<file path="src/rtl/command_executor.sv">
// -----------------------------------------------------------------------------
// command_executor
//
// Runs decoded SPI commands on a single-master req/ack memory bus. A command
// (opcode/address/value) arrives as a one-cycle cmd_valid_i pulse. Plain
// WRITE/READ issue one bus access. STREAM writes to the bound write address
// and then prefetches from the bound read address, after which both bindings
// post-increment. Bind opcodes only load an address register. Every bus
// request is guarded by a timeout. Timeouts and overruns set a sticky error
// flag, which the next accepted command clears.
//
// Ports
//   clk_i        clock
//   rst_i        asynchronous reset, active-high
//   cmd_valid_i  one-cycle pulse qualifying cmd_instr_i/cmd_addr_i/cmd_value_i
//   cmd_instr_i  opcode (1 WRITE, 2 READ, 3 STREAM, 4/5/6 bind irq/rd/wr)
//   cmd_addr_i   address field
//   cmd_value_i  value field (write data)
//   busy_o       command in progress; commands arriving now are dropped
//   bus_req_o    bus request, held until ack or timeout
//   bus_we_o     1 = write, 0 = read
//   bus_addr_o   bus address
//   bus_wdata_o  bus write data
//   bus_rdata_i  bus read data, sampled in the ack cycle
//   bus_ack_i    one-cycle completion strobe from the slave
//   result_o     data of the last completed READ
//   stream_o     data of the last completed STREAM prefetch
//   irq_addr_o   bound interrupt address
//   err_o        sticky error: bus timeout or command overrun
// -----------------------------------------------------------------------------
module command_executor #(
  parameter int INSTRUCTION_WIDTH = 8,
  parameter int ADDRESS_WIDTH     = 24,
  parameter int VALUE_WIDTH       = 32,
  parameter int ADDR_INC          = 1,
  parameter int TIMEOUT_CYCLES    = 255
) (
  input  logic                         clk_i,
  input  logic                         rst_i,
  input  logic                         cmd_valid_i,
  input  logic [INSTRUCTION_WIDTH-1:0] cmd_instr_i,
  input  logic [ADDRESS_WIDTH-1:0]     cmd_addr_i,
  input  logic [VALUE_WIDTH-1:0]       cmd_value_i,
  output logic                         busy_o,
  output logic                         bus_req_o,
  output logic                         bus_we_o,
  output logic [ADDRESS_WIDTH-1:0]     bus_addr_o,
  output logic [VALUE_WIDTH-1:0]       bus_wdata_o,
  input  logic [VALUE_WIDTH-1:0]       bus_rdata_i,
  input  logic                         bus_ack_i,
  output logic [VALUE_WIDTH-1:0]       result_o,
  output logic [VALUE_WIDTH-1:0]       stream_o,
  output logic [ADDRESS_WIDTH-1:0]     irq_addr_o,
  output logic                         err_o
);

  typedef enum logic [2:0] {
    ST_IDLE,
    ST_WR,
    ST_RD,
    ST_S_WR,
    ST_S_RD
  } state_t;

  localparam logic [INSTRUCTION_WIDTH-1:0] OP_WRITE    = INSTRUCTION_WIDTH'(1);
  localparam logic [INSTRUCTION_WIDTH-1:0] OP_READ     = INSTRUCTION_WIDTH'(2);
  localparam logic [INSTRUCTION_WIDTH-1:0] OP_STREAM   = INSTRUCTION_WIDTH'(3);
  localparam logic [INSTRUCTION_WIDTH-1:0] OP_BIND_IRQ = INSTRUCTION_WIDTH'(4);
  localparam logic [INSTRUCTION_WIDTH-1:0] OP_BIND_RD  = INSTRUCTION_WIDTH'(5);
  localparam logic [INSTRUCTION_WIDTH-1:0] OP_BIND_WR  = INSTRUCTION_WIDTH'(6);

  // The wait counter only ever holds 0 .. TIMEOUT_CYCLES-1.
  localparam int                         CNT_W    = $clog2(TIMEOUT_CYCLES + 1);
  localparam logic [CNT_W-1:0]           CNT_LAST = CNT_W'(TIMEOUT_CYCLES - 1);
  localparam logic [ADDRESS_WIDTH-1:0]   INC      = ADDRESS_WIDTH'(ADDR_INC);

  state_t                     state_q, state_d;
  logic [ADDRESS_WIDTH-1:0]   addr_q;
  logic [VALUE_WIDTH-1:0]     wdata_q;
  logic [ADDRESS_WIDTH-1:0]   rd_bind_q;
  logic [ADDRESS_WIDTH-1:0]   wr_bind_q;
  logic [ADDRESS_WIDTH-1:0]   irq_addr_q;
  logic [VALUE_WIDTH-1:0]     result_q;
  logic [VALUE_WIDTH-1:0]     stream_q;
  logic                       err_q;
  logic [CNT_W-1:0]           wait_cnt_q;

  logic busy;
  logic op_known;
  logic accept;
  logic overrun;
  logic timeout;

  // ---------------------------------------------------------------------------
  // Command qualification
  // ---------------------------------------------------------------------------
  // NOTE: every signal assigned in an always_comb gets a default first so no
  // path leaves it unassigned; otherwise synthesis infers a latch.
  always_comb begin
    op_known = 1'b0;
    case (cmd_instr_i)
      OP_WRITE, OP_READ, OP_STREAM,
      OP_BIND_IRQ, OP_BIND_RD, OP_BIND_WR: op_known = 1'b1;
      default:                             op_known = 1'b0;
    endcase
  end

  // The request is live in every non-idle state (a timeout returns straight to
  // IDLE), so busy doubles as "request outstanding".
  assign busy    = (state_q != ST_IDLE);
  assign accept  = cmd_valid_i && !busy && op_known;
  assign overrun = cmd_valid_i && busy;
  // An ack on the limit cycle takes priority over the timeout.
  assign timeout = busy && !bus_ack_i && (wait_cnt_q == CNT_LAST);

  // ---------------------------------------------------------------------------
  // FSM: state register
  // ---------------------------------------------------------------------------
  // NOTE: sequential blocks use non-blocking assignments so every register
  // samples the pre-edge values of the others, independent of block order.
  always_ff @(posedge clk_i or posedge rst_i) begin
    if (rst_i) begin
      state_q <= ST_IDLE;
    end else begin
      state_q <= state_d;
    end
  end

  // ---------------------------------------------------------------------------
  // FSM: next-state logic
  // ---------------------------------------------------------------------------
  always_comb begin
    state_d = state_q;
    case (state_q)
      ST_IDLE: begin
        if (accept) begin
          case (cmd_instr_i)
            OP_WRITE:  state_d = ST_WR;
            OP_READ:   state_d = ST_RD;
            OP_STREAM: state_d = ST_S_WR;
            default:   state_d = ST_IDLE;  // bind opcodes finish on the accept edge
          endcase
        end
      end
      ST_WR, ST_RD, ST_S_RD: begin
        if (bus_ack_i || timeout) state_d = ST_IDLE;
      end
      ST_S_WR: begin
        // A timed-out stream write abandons the prefetch entirely.
        if (bus_ack_i)    state_d = ST_S_RD;
        else if (timeout) state_d = ST_IDLE;
      end
      default: state_d = ST_IDLE;
    endcase
  end

  // ---------------------------------------------------------------------------
  // FSM: outputs
  // ---------------------------------------------------------------------------
  // Stream addresses come straight from the bindings; they only change at the
  // end of S_RD or from a bind in IDLE, so they are stable while requested.
  always_comb begin
    busy_o     = busy;
    bus_req_o  = busy;
    bus_we_o   = 1'b0;
    bus_addr_o = addr_q;
    case (state_q)
      ST_WR: begin
        bus_we_o = 1'b1;
      end
      ST_S_WR: begin
        bus_we_o   = 1'b1;
        bus_addr_o = wr_bind_q;
      end
      ST_S_RD: begin
        bus_addr_o = rd_bind_q;
      end
      default: begin
        bus_we_o   = 1'b0;
        bus_addr_o = addr_q;
      end
    endcase
  end

  assign bus_wdata_o = wdata_q;
  assign result_o    = result_q;
  assign stream_o    = stream_q;
  assign irq_addr_o  = irq_addr_q;
  assign err_o       = err_q;

  // ---------------------------------------------------------------------------
  // Datapath: command capture, bindings, results, error flag
  // ---------------------------------------------------------------------------
  always_ff @(posedge clk_i or posedge rst_i) begin
    if (rst_i) begin
      addr_q     <= '0;
      wdata_q    <= '0;
      rd_bind_q  <= '0;
      wr_bind_q  <= '0;
      irq_addr_q <= '0;
      result_q   <= '0;
      stream_q   <= '0;
      err_q      <= 1'b0;
    end else begin
      if (accept) begin
        err_q <= 1'b0;
        case (cmd_instr_i)
          OP_WRITE: begin
            addr_q  <= cmd_addr_i;
            wdata_q <= cmd_value_i;
          end
          OP_READ:     addr_q     <= cmd_addr_i;
          OP_STREAM:   wdata_q    <= cmd_value_i;
          OP_BIND_IRQ: irq_addr_q <= cmd_addr_i;
          OP_BIND_RD:  rd_bind_q  <= cmd_addr_i;
          OP_BIND_WR:  wr_bind_q  <= cmd_addr_i;
          default: ;
        endcase
      end

      // accept and overrun/timeout are mutually exclusive (idle vs busy).
      if (overrun || timeout) err_q <= 1'b1;

      if (state_q == ST_RD && bus_ack_i) begin
        result_q <= bus_rdata_i;
      end

      // Bindings advance only after a fully completed stream; the add wraps
      // naturally at the address width.
      if (state_q == ST_S_RD && bus_ack_i) begin
        stream_q  <= bus_rdata_i;
        rd_bind_q <= rd_bind_q + INC;
        wr_bind_q <= wr_bind_q + INC;
      end
    end
  end

  // ---------------------------------------------------------------------------
  // Per-request wait counter
  // ---------------------------------------------------------------------------
  // Cleared whenever a request ends (ack or timeout) so the S_RD request that
  // follows an S_WR ack starts its own budget from zero.
  always_ff @(posedge clk_i or posedge rst_i) begin
    if (rst_i) begin
      wait_cnt_q <= '0;
    end else if (!busy || bus_ack_i || timeout) begin
      wait_cnt_q <= '0;
    end else begin
      wait_cnt_q <= wait_cnt_q + CNT_W'(1);
    end
  end

endmodule

</file>
<file path="config.mk">
export PLATFORM = sky130hd
export DESIGN_NAME = command_executor
export DESIGN_NICKNAME = d
export VERILOG_FILES = /design/src/rtl/command_executor.sv
export SDC_FILE = /design/constraint.sdc
export NUM_CORES = 1
export LEC_CHECK = 0
export CAP_MARGIN = 20
export CORE_UTILIZATION = 35
export CTS_CLUSTER_DIAMETER = 30
export DETAILED_ROUTE_END_ITERATION = 8
export PLACE_DENSITY = 0.59
export SYNTH_ARGS = -nofsm -noshare
export SYNTH_HDL_FRONTEND = slang
export SYNTH_SLANG_ARGS = --single-unit
</file>
<file path="constraint.sdc">
create_clock -name clk_i -period 8.44 [get_ports clk_i]
set_input_delay 1.688 -clock clk_i [delete_from_list [all_inputs] [get_ports clk_i]]
set_output_delay 1.688 -clock clk_i [all_outputs]
set_load 0.01 [all_outputs]
</file>
Word level (Yosys, flattened, before mapping). Index checks and enable logic that the tools add are counted.

Reduce and logical (&&, ||, !) cells: 30. Equality and inequality tests: 14. Mux-type cells: 18. Add/subtract/negate cells: 3.

Operators by type and width (count): two-way mux 24 bit (6); adder 24 x 1 -> 24 bit (second input constant) (2); one-hot mux 24 bit (2 select lines) (1); equality test 8 x 3 -> 1 bit (second input constant) (3); equality test 8 x 2 -> 1 bit (second input constant) (2); two-way mux 3 bit (4); AND reduction 2 bit (5); one-hot mux 3 bit (3 select lines) (1); adder 8 x 1 -> 8 bit (second input constant) (1); equality test 8 x 1 -> 1 bit (second input constant) (1); equality test 8 bit (second input constant) (1); two-way mux 8 bit (1); nonzero test 2 bit (4); logical AND 1 bit (7); equality test 3 x 2 -> 1 bit (second input constant) (2); one-hot mux 2 bit (3 select lines) (1); OR reduction 2 bit (3); OR reduction 6 bit (1); logical OR 1 bit (4); two-way mux 1 bit (4); inequality test 2 bit (second input constant) (2); equality test 3 x 1 -> 1 bit (second input constant) (1); equality test 3 bit (second input constant) (1); logical NOT 3 bit (1); other kinds (5) (6).

Input port bits: 100. Output and inout port bits: 148. Word-level logic and storage cells: 75. Register bits: 204.

Logic depth before layout (Yosys ltp). Gate-level depths: netlist of run 1.

Depth after elaboration: 6. Gate-level depth with buffers: 8. Mapped depth without buffers: 6.

Worst setup path before layout of run 1. OpenSTA, ideal clock, no wires.

Path type: input to register. From: in cmd_instr_i[5]. To: reg addr_q[10]. Setup slack: 4967 ps. Data required time: 8315 ps. Buffers on the path: 1. Data arrival time: 3348 ps. Library setup time: 125 ps. Cell stages on the path: 6. Cells stage by stage: or4_4 -> nor3_4 -> nand2_1 -> nor3_4 -> buf_6 -> mux2_2.

Longest elaborated chain between the ends: 5. Elaborated cells on any way between the ends: 11. Classes of those cells: eq/ne (6); mux (1); reduce/logical (4).

RTL lines: start: declaration (line 41) `input logic [INSTRUCTION_WIDTH-1:0] cmd_instr_i,`; equality test 8 x 3 -> 1 bit, or another cell as far along (line 101) `case (cmd_instr_i)`; OR reduction 6 bit (line 101); two-way mux 1 bit (line 101); logical AND 1 bit (line 111) `assign accept = cmd_valid_i && !busy && op_known;`; AND reduction 2 bit (no source line) *; end signal: assignment (line 209) `addr_q <= cmd_addr_i;`; end signal: assignment (line 212) `OP_READ: addr_q <= cmd_addr_i;`; end: declaration (line 78) `logic [ADDRESS_WIDTH-1:0] addr_q;`.

Every way passes the cells marked *; elsewhere a longest branch is shown, timed or not. A chain may end at the register's enable or synchronous reset.

Final worst setup path of run 1.
From: reg state_q[0]. To: out bus_addr_o[11].

Longest elaborated chain between the ends: 2. Elaborated cells on any way between the ends: 3. Classes of those cells: eq/ne (2); mux (1).

RTL lines: start: declaration (line 77) `state_t state_q, state_d;`; start signal: assignment (line 125) `state_q <= state_d;`; equality test 3 bit / equality test 3 x 2 -> 1 bit (equally long branches) (line 167) `case (state_q)`; one-hot mux 24 bit (2 select lines) * (line 167); end: declaration (line 47) `output logic [ADDRESS_WIDTH-1:0] bus_addr_o,`.

Marked as above.

==> metrics, run 1 <==
run status=complete, but fails checks; violated checks=DRC; Highest Clock Rate=197.7 MHz; CP bufs+invs=3; Async S/R FF share, synth=1.000; max-capacitance violation count=0; transition time of the tightest slew-check pin=1.070 ns; total negative slack for setup checks=0 ns; minimum clock period=5.058 ns; Inserted Clock Buffers=51; die area=27620 um^2; number of global-route vias before repair=8329; class of the tightest hold or removal check=register to register; Initial DRC Count=560; number of vias per cell=5.216; CTS Buffer Depth=3; CTS tree=built; design area=14170 um^2; final hold slack=0.4715 ns; count of nets left with antenna violations after detail routing=0; final-report hold violation count=0; clock insertion delay at the later pin of the skew report=0.55 ns; boundary pin count=248; fraction of final layout cells with drive strength greater than 1=0.2003; total of buffers placed on input and output ports=247; Setup CP Type=register to output pin; maximum net fanout on the critical path=26; # resized after CTS=0; Worst Path Arrival=3.37 ns; clk slew on worst S/H paths=0.05 ns; number of warnings issued by yosys=0; area growth from synthesis to layout=50.21%; first element of the critical path=state_q[0]$_DFFE_PP0P_; maximum number of pins on one net before global-route repair=93; fraction of synthesized cell area in xor and xnor cells=0.006499; total count of max-transition violations in the final report=0; area of the core=26280 um^2; WL final=29.73 mm; Initial Util=0.3590; Worst Setup Start Kind=register; syn_area_per_cell=10.59 um^2; setup bufs post-CTS=0; cts hold-fix bufs=0; most area-consuming cells after synthesis=dfrtp_1 54%, mux2_2 13%, nand2_1 8.0%; leakage power total=6.495 nW; first-pass GRT wire length=47.51 mm; instance area after placement=12260 um^2; flop-to-flop setup slack=5.45 ns; main combinational cell family by area after synthesis=simple AND/OR/NAND/NOR gates; ratio of total power to cell area=246.9 nW/um^2; mux share of post-synthesis cell area=0.1347; end point of the critical path=bus_addr_o[11]; final setup skew=0.02231 ns; ordered list of cells on the worst path=nor2b_1, and2_1, buf_4, nor2_1, buf_4, nand2_1, nand2_1, clkdlybuf4s50_1; synthesis-stage register bit count=204; Crit Reg-Reg Startpoint=state_q[1]$_DFFE_PP0P_; Syn Inst Count=891; worst slack at placement=3.789 ns; share of the synthesized area in the top cell type=0.5411; count of flip-flops with a built-in enable after synthesis=0; post-synthesis share of cell area spent on full adders, half adders and majority gates=0.005305; num rows=59; Clock Sinks=204; prevailing post-synth register cell=dfrtp_1; CP max-delay cell=nor2_1; gr ovfl total=0; number of cells on the critical path=8; netlist area before placement=9434 um^2; Tot GR Track Use=0.2190; H-tree levels=2; distinct cell type count of the synthesized netlist=59; RSZ-0062 raised after global routing=false; RR Endpoint=irq_addr_o[9]$_DFFE_PP0P_; First-pass DRT Iterations=7; largest stage delay on the critical path=0.66 ns; post-DP HPWL=19.87 mm; Data required, critical path=6.75 ns; share of the cycle needed by the critical path after routing=0.5993; setup ws final=3.382 ns; drc violations=12; type of element capturing the critical path=output pin; weighted congestion reported at the end of routability-driven placement=0.7810; Final setup violation count=0; area share of and/or/nand/nor cells after synthesis=0.1935; Reg2Reg Depth=6; IR Drop Worst-Case VDD=177.1 uV; via count=8012; final core occ=0.5392; height of the die=166.2 um; Total Nets Final=1259; cell family contributing the most delay on the critical path=simple AND/OR/NAND/NOR gates; Root Buffer=clkbuf_16; compound-cell area share of the yosys netlist=0.08806; initial antenna violation count=3; syn_nets=995; post-synthesis cell type with the largest combined area=dfrtp_1; Routed wire per std cell=19.35 um; die width=166.2 um; Seq/Total Area, Yosys=0.5411; Max-slew headroom=0.2799
[per-stage QoR]
step           cells  total power [mW]
2_1_floorplan    891             1.193
3_3_place_gp    1437             1.371
3_5_place_dp    1437             1.373
4_1_cts         1533             3.528
5_1_grt         1533             3.613
6_report        1536             3.498
[Yosys cell counts, drive strengths merged, types with 3 or more instances]
cell type  instances
nor2              46
nor4              10
nand4             21
o211ai             6
a211oi             3
or4                3
nand3             40
or3b               3
and4               6
ha                 4
o21ai             29
o22ai              3
clkbuf            31
o311ai             3
dfrtp            204
buf               20
a21oi             21
a32oi              4
nor3b              3
xor2               5
and3              10
nand2            200
o31a               3
a22oi             31
a31oi              6
nand4b             4
and2               3
mux2             112
inv               14
nor3              11
or3                7
[worst reg2reg max path: stages (launching register included)]
cell and delay (ns):
dfrtp_1 0.47, nor3_1 0.42, inv_2 0.19, nor3_4 0.24, nor4b_4 0.75, buf_4 0.41, mux2_2 0.37
[how the worst min path moves through the flow]
stage               slack (ns)  cells past startpoint                      from                       end
floorplan                 0.46                      1    addr_q[16]$_DFFE_PP0P_    addr_q[16]$_DFFE_PP0P_
global placement          0.46                      2   stream_o[0]$_DFFE_PP0P_   stream_o[0]$_DFFE_PP0P_
detailed placement        0.46                      2   stream_o[8]$_DFFE_PP0P_   stream_o[8]$_DFFE_PP0P_
CTS                       0.48                      2  stream_o[15]$_DFFE_PP0P_  stream_o[15]$_DFFE_PP0P_
global route              0.48                      2  stream_o[19]$_DFFE_PP0P_  stream_o[19]$_DFFE_PP0P_
finish                    0.47                      2  stream_o[28]$_DFFE_PP0P_  stream_o[28]$_DFFE_PP0P_
[flip-flops by register name, summed over array words and instances, names as in the netlist, 8 cells and up]
register     flops
irq_addr_o      24
wr_bind_q       24
result_o        32
bus_wdata_o     32
rd_bind_q       24
wait_cnt_q       8
addr_q          24
stream_o        32
[layout by cell type (no fill, tap or decap), types with 5 or more instances in the layout]
cell	netlist	routed
clkbuf_16	0	53
xor2_1	5	5
dfrtp_1	204	204
inv_1	13	12
nand3_1	40	40
clkdlybuf4s50_1	0	247
buf_4	1	15
a31oi_1	6	6
clkbuf_8	0	5
and4_1	6	6
clkinv_4	0	5
a22oi_1	31	31
nand2_1	200	200
clkinvlp_4	0	9
a21oi_1	21	21
nor3_1	8	8
clkinv_2	0	5
o211ai_1	6	6
bufinv_16	0	10
nor2_1	46	45
nor4_1	6	6
o21ai_0	29	29
and3_1	10	10
nand4_1	21	21
or3_1	7	7
mux2_2	110	110
[routing by layer]
layer | routed length (um) | track usage | vias up
li1 | - | - | 3719
met1 | 12190 | 0.2714 | 3934
met2 | 14350 | 0.3579 | 306
met3 | 2572 | 0.07388 | 53
met4 | 608 | 0.07192 | 0
met5 | 0 | 0 | -
[logic make-up (layout without fill, tap and decap cells)]
family / count (synthesis) / in the layout
xor+xnor: 7 / 7
compound gates: 124 / 124
simple gates: 374 / 374
flops: 204 / 204
fa+ha+maj: 4 / 4
buf+inv: 65 / 372
other cells: 0 / 3
mux: 113 / 113
[power by group]
| part | internal (mW) | total (mW) | switching (mW) |
|---|---|---|---|
| logic | 0.162 | 0.274 | 0.113 |
| registers | 1.04 | 1.08 | 0.0443 |
| clock network | 1.50 | 2.14 | 0.642 |
| total | 2.70 | 3.50 | 0.799 |
[final cells by class]
| cell class | instances | area (um^2) |
|---|---|---|
| Clock buffer | 62 | 1410 |
| Clock inverter | 34 | 491.7 |
| Timing Repair Buffer | 262 | 2585 |
| Tap cell | 335 | 419.2 |
| Sequential cell | 204 | 5105 |
| Antenna cell | 3 | 7.507 |
| Multi-Input combinational cell | 622 | 4093 |
| Fill cell | 2299 | 12110 |
| Inverter | 14 | 60.06 |
Note: power is estimated with default switching activity, not from simulation.
==> run 2, diff against run 1 <==
--- a/config.mk
+++ b/config.mk
@@ -9,7 +9,7 @@
 export CORE_UTILIZATION = 35
 export CTS_CLUSTER_DIAMETER = 30
 export DETAILED_ROUTE_END_ITERATION = 8
-export PLACE_DENSITY = 0.59
+export PLACE_DENSITY = 0.61
 export SYNTH_ARGS = -nofsm -noshare
 export SYNTH_HDL_FRONTEND = slang
 export SYNTH_SLANG_ARGS = --single-unit
==> constraint.sdc (replaced) <==
create_clock -name clk_i -period 4.1 [get_ports clk_i]
set_input_delay 0.82 -clock clk_i [delete_from_list [all_inputs] [get_ports clk_i]]
set_output_delay 0.82 -clock clk_i [all_outputs]
set_load 0.01 [all_outputs]
==> run 2 against run 1 <==
  * The run still ends with DRC left
  * Via count up 0.36%
  * Sequential power grew 110%
  * Die area is the same
  * Critical path depth is 2 lower
  * Clock skew decreased by 0.0033 ns
  * Critical path type unchanged
  * Critical endpoint unchanged
  * Largest cell class unchanged
==> metrics, run 2 (synthesis results as in run 1) <==
run status=complete, but fails checks; violated checks=DRC; Final setup violation count=0 (unchanged); ratio of total power to cell area=513.6 nW/um^2 (+110%); gr ovfl total=0 (unchanged); maximum number of pins on one net before global-route repair=89 (-4.3%); share of the cycle needed by the critical path after routing=0.8815; final-report hold violation count=0 (unchanged); fraction of final layout cells with drive strength greater than 1=0.2060 (+0.005646); Tot GR Track Use=0.2161 (-0.002940); count of nets left with antenna violations after detail routing=0 (unchanged); First-pass DRT Iterations=9 (+2); Root Buffer=clkbuf_16; number of placed instances, taps included=1440 (+0.21%); total of buffers placed on input and output ports=247 (unchanged); setup bufs post-CTS=0 (unchanged); final setup skew=0.01903 ns (-0.003279 ns); total power of the final layout=7.342 mW (+110%); Routed wire per std cell=19.13 um (-1.1%); number of global-route vias before repair=8304 (-0.30%); commonest cells after routing, fill and taps aside=247 x clkdlybuf4s50_1, 204 x dfrtp_1, 200 x nand2_1, 110 x mux2_2, 53 x clkbuf_16; Highest Clock Rate=276.7 MHz; largest stage delay on the critical path=0.66 ns (about the same); cts hold-fix bufs=0 (unchanged); transition time of the tightest slew-check pin=1.044 ns (-0.02661 ns); minimum clock period=3.614 ns; Data required, critical path=3.28 ns (-3.47 ns); Initial DRC Count=511 (-8.8%); height of the die=166.2 um (unchanged); WL final=29.46 mm (-0.89%); CP bufs+invs=2 (-1); IR Drop Worst-Case VDD=486.7 uV (+170%); total negative slack for setup checks=0 ns (unchanged); boundary pin count=248 (unchanged); CTS Buffer Depth=3 (unchanged); Max-slew headroom=0.3034 (+0.02357); Total Nets Final=1264 (+0.40%); maximum net fanout on the critical path=25 (-3.8%); non-filler cells, final=1540 (+0.26%); Inserted Clock Buffers=53 (+3.9%); initial antenna violation count=4 (+1); Clock Sinks=204 (unchanged); area growth from synthesis to layout=51.51%; design area=14290 um^2 (+0.87%); RSZ-0062 raised after global routing=false; drc violations=14 (+2); ordered list of cells on the worst path=nor2b_1, and2_1, buf_4, a22oi_1, nand2_1, clkdlybuf4s50_1; instance area after placement=12320 um^2 (+0.46%); area of the core=26280 um^2 (unchanged); Initial Util=0.3590 (unchanged); Setup CP Type=register to output pin; type of element capturing the critical path=output pin; cell family contributing the most delay on the critical path=buffers and inverters; CP max-delay cell=clkdlybuf4s50_1; post-DP HPWL=19.76 mm (-0.56%); clock insertion delay at the later pin of the skew report=0.56 ns (about the same); via count=8041 (+0.36%); class of the tightest hold or removal check=register to register; weighted congestion reported at the end of routability-driven placement=0.8393 (+7.5%); Worst Path Arrival=2.79 ns (-0.58 ns); Worst Setup Start Kind=register; leakage power total=6.562 nW (+1.0%); CTS tree=built; most common cell after layout, fill and taps aside=clkdlybuf4s50_1; first-pass GRT wire length=47.00 mm (-1.1%); total count of max-transition violations in the final report=0 (unchanged); num rows=59 (unchanged); max-capacitance violation count=0 (unchanged); number of vias per cell=5.221 (+0.10%); # resized after CTS=0 (unchanged); H-tree levels=2 (unchanged); clk slew on worst S/H paths=0.05 ns (about the same); die width=166.2 um (unchanged); die area=27620 um^2 (unchanged)
## run 2: path summary, 6_finish.rpt
path	cells after the start	endpoint	slack [ns]	startpoint
max reg2reg	7	addr_q[15]$_DFFE_PP0P_	1.63	state_q[0]$_DFFE_PP0P_
max in group asynchronous	3	irq_addr_o[19]$_DFFE_PP0P_	2.46	rst_i
min reg2reg	2	stream_o[6]$_DFFE_PP0P_	0.47	stream_o[6]$_DFFE_PP0P_
max	6	bus_addr_o[11]	0.49	state_q[0]$_DFFE_PP0P_
min in group asynchronous	2	result_o[0]$_DFFE_PP0P_	0.83	rst_i
min	2	stream_o[6]$_DFFE_PP0P_	0.47	stream_o[6]$_DFFE_PP0P_
## run 2: area by class of cell
class	instances	area, um^2
Timing Repair Buffer	265	2645
Clock inverter	35	515.5
Sequential cell	204	5105
Multi-Input combinational cell	622	4093
Antenna cell	1	2.502
Inverter	14	56.30
Tap cell	335	419.2
Fill cell	2314	11990
Clock buffer	64	1458
## run 2: power breakdown
group          switching, mW  leakage, nW  internal (mW)
Combinational          0.240         2.83          0.338
Sequential            0.0886         2.78           2.14
Clock                   1.32        0.948           3.22
## run 2: per-layer routing
layer,track usage,wire length [um],vias to the layer above
li1,-,-,3734
met1,0.2623,11830,3912
met2,0.3458,13750,320
met3,0.08365,2911,71
met4,0.08330,939,4
met5,0,24,-
## run 2: through the flow
step	hold WS [ns]	setup slack, ns	util
floorplan	0.4580	0.6357	-
global placement	0.4581	0.8923	0.4687
detailed placement	0.4608	0.8593	0.4687
CTS	0.4742	0.4212	0.5438
global route	0.4869	0.3506	0.5438
finish	0.4703	0.4859	0.5439
## run 2: tightest hold or removal path, delay by kind of cell, from the launching register on
| kind | cells | cell delay [ns] |
|---|---|---|
| DFF | 1 | 0.33 |
| and+or+nand+nor | 2 | 0.10 |
==> run 3, diff against run 2 <==
--- a/config.mk
+++ b/config.mk
@@ -5,7 +5,8 @@
 export SDC_FILE = /design/constraint.sdc
 export NUM_CORES = 1
 export LEC_CHECK = 0
-export CAP_MARGIN = 20
+export CAP_MARGIN = 30
+export CORE_ASPECT_RATIO = 0.5
 export CORE_UTILIZATION = 35
 export CTS_CLUSTER_DIAMETER = 30
 export DETAILED_ROUTE_END_ITERATION = 8
==> run 3 against run 2 <==
  * The run still ends with DRC left
  * Critical path depth up 1
  * Register-to-register slack worse by 0.05 ns
  * Clock skew up 0.012 ns
  * Final area down 5.6%
  * Hold slack worse by 0.0016 ns
  * Sequential share of layout area up 2.1 points
  * Setup slack worse by 0.12 ns
  * First-iteration DRC count up 20%
  * Via count down 0.87%
  * Count of clock-buffer cells in the layout down 17
  * Combinational power down 2%
==> metrics, run 3 (synthesis results as in run 1) <==
flop-to-flop setup slack=1.58 ns (-0.05 ns); Reg2Reg Depth=7 (unchanged); Crit Reg-Reg Startpoint=state_q[1]$_DFFE_PP0P_; Highest Clock Rate=268.0 MHz (-3.1%); initial antenna violation count=0 (-4); Worst Path Arrival=2.91 ns (+0.12 ns); run status=complete, but fails checks; height of the die=118.1 um (-29%); H-tree levels=2 (unchanged); type of element capturing the critical path=output pin; gr ovfl total=0 (unchanged); maximum net fanout on the critical path=19 (-24%); RR Endpoint=addr_q[19]$_DFFE_PP0P_; Endpoint, Worst Hold=stream_o[17]$_DFFE_PP0P_; count of nets left with antenna violations after detail routing=0 (unchanged); area of the core=26430 um^2 (+0.58%); non-filler cells, final=1522 (-1.2%); commonest cells after routing, fill and taps aside=247 x clkdlybuf4s50_1, 204 x dfrtp_1, 200 x nand2_1, 110 x mux2_2, 45 x nor2_1; total negative slack for setup checks=0 ns (unchanged); final core occ=0.5105 (-0.03339); CTS tree=built; RSZ-0062 raised after global routing=false; first element of the critical path=state_q[0]$_DFFE_PP0P_; Data required, critical path=3.28 ns (about the same); total count of max-transition violations in the final report=0 (unchanged); Tot GR Track Use=0.2073 (-0.008732); boundary pin count=248 (unchanged); final setup skew=0.03062 ns (+0.01159 ns); share of the cycle needed by the critical path after routing=0.9100 (+0.02856); final-report hold violation count=0 (unchanged); worst hold path stage count=2 (unchanged); IR Drop Worst-Case VDD=256.9 uV (-47%); Routed wire per std cell=18.47 um (-3.5%); Clock Sinks=204 (unchanged); die width=234.2 um (+41%); violated checks=DRC; # resized after CTS=0 (unchanged); setup bufs post-CTS=0 (unchanged); clock insertion delay at the later pin of the skew report=0.52 ns (-0.04 ns); num rows=42 (-29%); cts hold-fix bufs=0 (unchanged); design area=13490 um^2 (-5.6%); maximum number of pins on one net before global-route repair=127 (+43%); number of placed instances, taps included=1457 (+1.2%); Final setup violation count=0 (unchanged); post-DP HPWL=19.06 mm (-3.6%); max-capacitance violation count=0 (unchanged); total of buffers placed on input and output ports=247 (unchanged); ratio of total power to cell area=415.8 nW/um^2 (-19%); Inserted Clock Buffers=36 (-32%); first-pass GRT wire length=45.29 mm (-3.6%); WL final=28.11 mm (-4.6%); Total Nets Final=1248 (-1.3%); via count=7971 (-0.87%); leakage power total=6.176 nW (-5.9%); number of global-route vias before repair=8092 (-2.6%); most common cell after layout, fill and taps aside=clkdlybuf4s50_1; Root Buffer=clkbuf_16; clk slew on worst S/H paths=0.05 ns (about the same); hold path startpoint=stream_o[17]$_DFFE_PP0P_; drc violations=1 (-13); fraction of final layout cells with drive strength greater than 1=0.1778 (-0.02820); die area=27650 um^2 (+0.14%); First-pass DRT Iterations=7 (-2); number of vias per cell=5.237 (+0.30%); n_diodes=0 (-1); minimum clock period=3.731 ns (+0.1171 ns); transition time of the tightest slew-check pin=0.9233 ns (-0.1204 ns); instance area after placement=12340 um^2 (+0.17%); Worst Setup Start Kind=register; Initial DRC Count=612 (+20%); Initial Util=0.3569 (-0.002073); area growth from synthesis to layout=43.04%; Max-slew headroom=0.3788 (+0.07536); CTS Buffer Depth=3 (unchanged); class of the tightest hold or removal check=register to register; weighted congestion reported at the end of routability-driven placement=0.8230 (-1.9%); Setup CP Type=register to output pin
[run 3: cell types whose count changed in the layout (fill, tap and decap cells not counted), sizes merged]
cell,change
clkbuf,-17
bufinv,-9
clkinvlp,-4
clkinv,-3
inv,-2
buf,+1
diode,-1
[run 3: power by group]
group          switching (mW)  internal [mW]
sequential             0.0881           2.14
combinational           0.228          0.336
clock                    1.01           1.82
[run 3: final cells by class]
class | count | area, um^2
clock buffer | 47 | 983.4
timing repair buffer | 266 | 2660
sequential | 204 | 5105
multi-input combinational | 622 | 4093
clock inverter | 17 | 156.4
tap | 352 | 440.4
fill | 2381 | 12940
inverter | 14 | 56.30
[run 3: critical path, stage by stage, from the launching register on]
cell and delay, ns:
dfrtp_1 0.47, nor2b_1 0.20, and2_1 0.20, nor2_1 0.45
buf_4 0.38, nand2_1 0.10, nand2_1 0.08, clkdlybuf4s50_1 0.54
[run 3: through the flow]
stage,total power [mW],hold WS [ns],setup WS [ns]
floorplan,2.457,0.4580,0.6357
global placement,2.811,0.4568,0.9064
detailed placement,2.825,0.4621,0.8634
CTS,5.691,0.4743,0.3571
global route,5.854,0.4865,0.2062
finish,5.611,0.4687,0.3688
[run 3: how the worst max path moves through the flow]
stage / to / slack, ns / depth (start not counted)
floorplan: addr_q[0]$_DFFE_PP0P_ / 0.64 / 1
global placement: addr_q[4]$_DFFE_PP0P_ / 0.91 / 7
detailed placement: addr_q[0]$_DFFE_PP0P_ / 0.86 / 7
CTS: bus_addr_o[12] / 0.36 / 7
global route: bus_addr_o[13] / 0.21 / 7
finish: bus_addr_o[12] / 0.37 / 7
[run 3: routing by layer]
metal / up-vias / part of all wire / GRT usage
li1: 3680 / - / -
met1: 4002 / 0.44 / 0.2845
met2: 237 / 0.47 / 0.3223
met3: 52 / 0.060 / 0.05015
met4: 0 / 0.023 / 0.06372
met5: - / 0 / 0
